<file path="src/rtl/fetch_pkg.sv">
// Shared definitions for the instruction-fetch controller: state encoding and datapath widths.
package fetch_pkg;

  localparam int unsigned XLEN = 32;
  localparam logic [XLEN-1:0] INST_STEP = 32'd4;

  typedef enum logic [2:0] {
    StBoot,
    StFetch,
    StHold,
    StKill,
    StErr
  } fetch_state_e;

endpackage

</file>
<file path="src/rtl/fetch_timeout_cnt.sv">
// Wait-cycle counter for an outstanding fetch; flags expiry on the last allowed wait cycle.
module fetch_timeout_cnt #(
  parameter int unsigned MAX_COUNT = 255
) (
  input  logic Clk,
  input  logic Clrn,
  input  logic clear,
  input  logic inc,
  output logic expired
);

  localparam int unsigned W = $clog2(MAX_COUNT + 1);

  logic [W-1:0] cnt_q;

  always_ff @(posedge Clk or negedge Clrn) begin
    if (!Clrn) begin
      cnt_q <= '0;
    end else if (clear) begin
      cnt_q <= '0;
    end else if (inc) begin
      cnt_q <= cnt_q + 1'b1;
    end
  end

  // A fresh request (clear) always restarts the budget, even on the final cycle.
  assign expired = inc && !clear && (cnt_q == W'(MAX_COUNT - 1));

endmodule

</file>
<file path="src/rtl/fetch_ctrl.sv">
// Instruction-fetch controller: drives the PC register, imem req/ack and the decode handshake.
// Optional fetch timeout with sticky fault is built when FETCH_TIMEOUT_EN is defined.
module fetch_ctrl
  import fetch_pkg::*;
#(
  parameter logic [XLEN-1:0] RESET_PC       = 32'h0000_0000,
  parameter int unsigned     TIMEOUT_CYCLES = 255
) (
  input  logic            Clk,
  input  logic            Clrn,
  output logic [XLEN-1:0] pc_d,
  output logic            pc_en,
  output logic            imem_req,
  output logic [XLEN-1:0] imem_addr,
  input  logic            imem_ack,
  input  logic [XLEN-1:0] imem_rdata,
  input  logic            redirect,
  input  logic [XLEN-1:0] redirect_target,
  output logic            inst_valid,
  input  logic            inst_ready,
  output logic [XLEN-1:0] inst,
  output logic [XLEN-1:0] inst_pc,
  output logic            fault
);

  fetch_state_e    state_q, state_d, fsm_next;
  logic [XLEN-1:0] addr_q, addr_d;
  logic [XLEN-1:0] redir_q, redir_d;
  logic [XLEN-1:0] inst_q, inst_d;
  logic [XLEN-1:0] inst_pc_q, inst_pc_d;
  logic            valid_q, valid_d;
  logic            pc_en_raw;
  logic            timeout_hit;

  always_comb begin
    fsm_next  = state_q;
    addr_d    = addr_q;
    redir_d   = redir_q;
    inst_d    = inst_q;
    inst_pc_d = inst_pc_q;
    valid_d   = valid_q;
    pc_d      = addr_q;
    pc_en_raw = 1'b0;
    unique case (state_q)
      StBoot: begin
        pc_d      = RESET_PC;
        pc_en_raw = 1'b1;
        addr_d    = RESET_PC;
        fsm_next  = StFetch;
      end
      StFetch: begin
        if (redirect) begin
          pc_d      = redirect_target;
          pc_en_raw = 1'b1;
          if (imem_ack) begin
            addr_d = redirect_target;
          end else begin
            redir_d  = redirect_target;
            fsm_next = StKill;
          end
        end else if (imem_ack) begin
          inst_d    = imem_rdata;
          inst_pc_d = addr_q;
          valid_d   = 1'b1;
          pc_d      = addr_q + INST_STEP;
          pc_en_raw = 1'b1;
          fsm_next  = StHold;
        end
      end
      StKill: begin
        // Wrong-path request stays on the bus until memory answers; its data is discarded.
        if (redirect) begin
          redir_d   = redirect_target;
          pc_d      = redirect_target;
          pc_en_raw = 1'b1;
        end
        if (imem_ack) begin
          addr_d   = redirect ? redirect_target : redir_q;
          fsm_next = StFetch;
        end
      end
      StHold: begin
        if (redirect) begin
          valid_d   = 1'b0;
          addr_d    = redirect_target;
          pc_d      = redirect_target;
          pc_en_raw = 1'b1;
          fsm_next  = StFetch;
        end else if (inst_ready) begin
          valid_d  = 1'b0;
          addr_d   = inst_pc_q + INST_STEP;
          fsm_next = StFetch;
        end
      end
      StErr: fsm_next = StErr;
      default: fsm_next = StBoot;
    endcase
  end

`ifdef FETCH_TIMEOUT_EN
  logic cnt_clear, cnt_inc, fault_q;

  assign cnt_inc   = ((state_q == StFetch) || (state_q == StKill)) && !imem_ack;
  assign cnt_clear = ((fsm_next == StFetch) || (fsm_next == StKill)) &&
                     ((fsm_next != state_q) || imem_ack);

  fetch_timeout_cnt #(
    .MAX_COUNT(TIMEOUT_CYCLES)
  ) u_timeout (
    .Clk    (Clk),
    .Clrn   (Clrn),
    .clear  (cnt_clear),
    .inc    (cnt_inc),
    .expired(timeout_hit)
  );

  always_ff @(posedge Clk or negedge Clrn) begin
    if (!Clrn) begin
      fault_q <= 1'b0;
    end else if (timeout_hit) begin
      fault_q <= 1'b1;
    end
  end

  assign fault = fault_q;
`else
  assign timeout_hit = 1'b0;
  assign fault       = 1'b0;
`endif

  assign state_d = timeout_hit ? StErr : fsm_next;
  assign pc_en   = pc_en_raw && !timeout_hit;

  always_ff @(posedge Clk or negedge Clrn) begin
    if (!Clrn) begin
      state_q   <= StBoot;
      addr_q    <= '0;
      redir_q   <= '0;
      inst_q    <= '0;
      inst_pc_q <= '0;
      valid_q   <= 1'b0;
    end else begin
      state_q   <= state_d;
      addr_q    <= addr_d;
      redir_q   <= redir_d;
      inst_q    <= inst_d;
      inst_pc_q <= inst_pc_d;
      valid_q   <= valid_d;
    end
  end

  assign imem_req   = (state_q == StFetch) || (state_q == StKill);
  assign imem_addr  = addr_q;
  assign inst_valid = valid_q;
  assign inst       = inst_q;
  assign inst_pc    = inst_pc_q;

endmodule
</file>
<file path="config.mk">
export PLATFORM = sky130hd
export DESIGN_NAME = fetch_ctrl
export DESIGN_NICKNAME = d
export VERILOG_FILES = /design/src/rtl/fetch_pkg.sv /design/src/rtl/fetch_timeout_cnt.sv /design/src/rtl/fetch_ctrl.sv
export SDC_FILE = /design/constraint.sdc
export NUM_CORES = 1
export LEC_CHECK = 0
export ABC_CLOCK_PERIOD_IN_PS = 3750
export CAP_MARGIN = 40
export CELL_PAD_IN_SITES_DETAIL_PLACEMENT = 0
export CELL_PAD_IN_SITES_GLOBAL_PLACEMENT = 1
export CORE_MARGIN = 10
export CORE_UTILIZATION = 40
export CTS_CLUSTER_DIAMETER = 100
export DETAILED_ROUTE_END_ITERATION = 8
export MAX_ROUTING_LAYER = met4
export PLACE_DENSITY_LB_ADDON = 0.1
export SYNTH_ARGS = -nofsm -noshare
export SYNTH_HDL_FRONTEND = slang
export SYNTH_SLANG_ARGS = --single-unit
</file>
<file path="constraint.sdc">
create_clock -name Clk -period 3.75 [get_ports Clk]
set_input_delay 0.75 -clock Clk [delete_from_list [all_inputs] [get_ports Clk]]
set_output_delay 0.75 -clock Clk [all_outputs]
set_load 0.02 [all_outputs]
</file>
==> Flow_metrics.wiki <==
{| class="wikitable"
! Metric !! Value
|-
| Synth cell types || 67
|-
| Number of flops mapped to enable cells by yosys || 0
|-
| N_diodes || 0
|-
| Max capacitance violation total || 0
|-
| Largest driver fanout on the critical path || 6
|-
| Worst setup slack after placement || -283 ps
|-
| Worst-case clock buffer depth || 2
|-
| I/O pin cnt || 201
|-
| Initial antenna violation count || 0
|-
| Num rows || 51
|-
| Number of cells on the worst reg-to-reg path || 7
|-
| Combinational power share || 41.7%
|-
| Placeable core region || 0.0197 sq mm
|-
| Fraction of layout cells with a size suffix above 1 || 21.2%
|-
| Clock power frac || 24.9%
|-
| Clk root buf || sky130_fd_sc_hd__clkbuf_16
|-
| Total vias in the final route || 7867
|-
| Outcome || finished, final reports clean
|-
| Share of the synthesized area in the top cell type || 41.0%
|-
| Inserted Clock Buffers || 17
|-
| Net count of the mapped netlist || 925
|-
| Final WS setup || 110 ps
|-
| Hold WS || 328 ps
|-
| Area enclosed by the die boundary || 0.0262 sq mm
|-
| Number of flip-flops and latches in the synthesized netlist || 132
|-
| Routed Antenna Nets || 0
|-
| Switching fraction of total power || 39.0%
|-
| Most frequent cells in the layout || sky130_fd_sc_hd__clkdlybuf4s50_1, sky130_fd_sc_hd__dfrtp_1, sky130_fd_sc_hd__mux2_2
|-
| Clock sink total || 132
|-
| Aggregate global-route resource usage || 23.6%
|-
| Average via count per standard cell || 5.81
|-
| H-tree lvl count || 4
|-
| Peak VDD IR || 0.344 mV
|-
| Clock transition at path regs || 70 ps
|-
| Ys Warns || 0
|-
| Avg WL per Cell || 22.6 microns
|-
| Flip-flop cell with the highest count after synthesis || sky130_fd_sc_hd__dfrtp_1
|-
| Cell accounting for the most synthesized area || sky130_fd_sc_hd__dfrtp_1
|-
| Fin Setup TNS || 0 ps
|-
| Final #Nets || 1147
|-
| Final Hold Vio Count || 0
|-
| Total wire length || 30600 microns
|-
| Cell area after synthesis || 0.00807 sq mm
|-
| Transition at the pin with the smallest max-transition slack || 774 ps
|-
| Signal arrival time at the worst endpoint || 2890 ps
|-
| Mean instance size in the synthesized netlist || 9.44 sq um
|-
| Clock period minus final worst setup slack || 3640 ps
|-
| Total congestion overflow after global routing || 0
|-
| Die Wd || 162 microns
|-
| FFs w/ async S/R, synth || 100%
|-
| Power dissipated by switching net loads || 2.71 mW
|-
| F_max || 0.275 GHz
|-
| Slew HR || 48.2%
|-
| Wire length of the first global-routing pass || 47400 microns
|-
| Maximum number of pins on one net before global-route repair || 79
|-
| Cell-internal power || 4.23 mW
|-
| Latest clock arrival within the worst-skew pair || 430 ps
|-
| Y dimension of the die || 162 microns
|-
| Proportion of synthesized chip area in sequential cells || 41.0%
|-
| Starting utilization of the core area || 41.0%
|-
| Tcrit/Tclk final || 97.1%
|-
| Crit path kind || in -> out
|-
| Number of detailed-routing iterations run before antenna repair || 7
|-
| Static Leak || 4.62 nW
|-
| Sequential share of power || 33.4%
|-
| Required time of the critical path || 3000 ps
|-
| Number of endpoints failing setup at the final stage || 0
|-
| Hold buffers post-CTS || 0
|-
| Path class of the lowest-slack min-delay path || in -> async
|-
| Drt drc || 0
|-
| Signed area change from the synthesized netlist to the final layout || 39.8%
|-
| Setup repair after global routing missed its margin || no
|-
| Kind of launch point of the worst setup path || input port
|-
| Category of the worst setup path capture point || output pin
|-
| Detailed Route Iter0 Violations || 609
|-
| Dominant cells by area after synthesis || sky130_fd_sc_hd__dfrtp_1, sky130_fd_sc_hd__mux2_2, sky130_fd_sc_hd__nand2_1, sky130_fd_sc_hd__o21ai_0, sky130_fd_sc_hd__mux2i_1
|-
| Power density relative to cell area || 615 mW/mm^2
|-
| Commonest non-fill, non-tap cell in the layout || sky130_fd_sc_hd__clkdlybuf4s50_1
|-
| Mapped Cells || 854
|-
| Total power || 6.94 mW
|-
| Setup Skew || 9.48 ps
|-
| Via count of the first global-routing pass || 7940
|-
| Post-detailed-placement half-perimeter wirelength || 22300 microns
|-
| Final max-slew violation count || 0
|-
| TritonCTS clock tree || built
|-
| Buffers added on ports || 199
|-
| Weighted congestion reported at the end of routability-driven placement || 0.926
|}
## worst max-delay path: stages
cell and delay [ps]:
sky130_fd_sc_hd__clkdlybuf4s50_1 520, sky130_fd_sc_hd__and4_1 230, sky130_fd_sc_hd__nand2_1 120, sky130_fd_sc_hd__buf_4 210
sky130_fd_sc_hd__nor4_2 310, sky130_fd_sc_hd__mux2i_1 110, sky130_fd_sc_hd__a21oi_1 260, sky130_fd_sc_hd__dlygate4sd2_1 380
## layer usage
metal	track usage [%]	part of all wire, %	vias to the layer above
li1	-	-	3638
met1	30.0	44	3870
met2	36.5	47	331
met3	6.17	8.5	28
met4	6.20	1.2	0
met5	-	0	-
## cell families after synthesis
logic type      count (synthesis)  share of synthesized area, %
simple gates                  277                          17.4
mux                           117                          16.0
flops                         132                          41.0
other cells                     1                        0.0465
compound gates                219                          18.7
xor+xnor                       19                          2.06
buf+inv                        87                          4.55
fa+ha+maj                       2                         0.310
## synthesized netlist by cell type (3+ instances only)
library cell                instances
sky130_fd_sc_hd__a22oi_1           17
sky130_fd_sc_hd__o21a_1             3
sky130_fd_sc_hd__dfrtp_1          132
sky130_fd_sc_hd__inv_1             18
sky130_fd_sc_hd__nor4b_1            3
sky130_fd_sc_hd__o32ai_1            3
sky130_fd_sc_hd__nor2b_1            5
sky130_fd_sc_hd__and4_1             6
sky130_fd_sc_hd__mux2_2            93
sky130_fd_sc_hd__o31a_1             3
sky130_fd_sc_hd__nor3_1            29
sky130_fd_sc_hd__xnor2_1           11
sky130_fd_sc_hd__o221a_2            3
sky130_fd_sc_hd__mux2i_1           24
sky130_fd_sc_hd__o221ai_1           4
sky130_fd_sc_hd__o311ai_0           3
sky130_fd_sc_hd__o31ai_1           13
sky130_fd_sc_hd__a32o_1             5
sky130_fd_sc_hd__nand2_1           83
sky130_fd_sc_hd__o211ai_1           7
sky130_fd_sc_hd__nand2b_1          13
sky130_fd_sc_hd__xor2_1             8
sky130_fd_sc_hd__a22o_1            17
sky130_fd_sc_hd__o21ai_0           51
sky130_fd_sc_hd__nand3_1           22
sky130_fd_sc_hd__a211oi_1           7
sky130_fd_sc_hd__o2111ai_1          5
sky130_fd_sc_hd__a221oi_1           5
sky130_fd_sc_hd__clkbuf_1          40
sky130_fd_sc_hd__a31oi_1            4
sky130_fd_sc_hd__buf_2             23
sky130_fd_sc_hd__a311oi_1           6
sky130_fd_sc_hd__nor4_1            14
sky130_fd_sc_hd__or4_1              7
sky130_fd_sc_hd__nor2_1            59
sky130_fd_sc_hd__and3_1            13
sky130_fd_sc_hd__a41oi_1            3
sky130_fd_sc_hd__a21oi_1           45
sky130_fd_sc_hd__nand4_1            7
sky130_fd_sc_hd__a31o_2             3
## registers in the layout (all words and copies together), names as in the netlist
signal	cells
imem_addr	32
inst	32
inst_pc	32
inst_valid	1
redir_q	32
state_q	3
## stage by stage
stage	utilization, %	cell area (sq um)	std cells
3_5_place_dp	54.2	10600	1320
3_3_place_gp	54.1	10600	1319
5_1_grt	57.4	11300	1354
2_1_floorplan	-	8070	854
6_report	57.4	11300	1354
4_1_cts	57.2	11200	1354
## area by class of cell
| class | count | area [sq um] |
|---|---|---|
| fillers | 1837 | 8380 |
| multi-input cells | 635 | 4450 |
| flip-flops and latches | 132 | 3300 |
| repair buffers | 270 | 2520 |
| clock buffers | 17 | 425 |
| well taps | 265 | 332 |
| clock inverters | 15 | 168 |
| inverters | 20 | 75.1 |
## worst paths after layout
path	startpoint	end	slack [ps]
max	imem_ack	pc_d[27]	110
min	Clrn	redir_q[1]	330
max reg2reg	state_q[0]	inst[27]	1030
min reg2reg	redir_q[8]	redir_q[8]	490
max in group asynchronous	Clrn	imem_addr[8]	2650
min in group Clk	redir_q[8]	redir_q[8]	490
## what timing repair did
item | CTS | global route
buffers inserted | 2 | 0
setup endpoints to repair | 23 | 12
pin swaps | 1 | 0
gates resized for setup | 25 | 19
## power by group through the flow
stage          logic (mW)  clock network [mW]  registers, mW
4_1_cts              2.92                1.75           2.31
2_1_floorplan        1.11                   0           2.64
3_3_place_gp         2.92                   0           2.32
3_5_place_dp         2.93                   0           2.33
6_report             2.89                1.73           2.32
5_1_grt              3.10                1.81           2.39
Note: power is estimated with default switching activity, not from simulation.
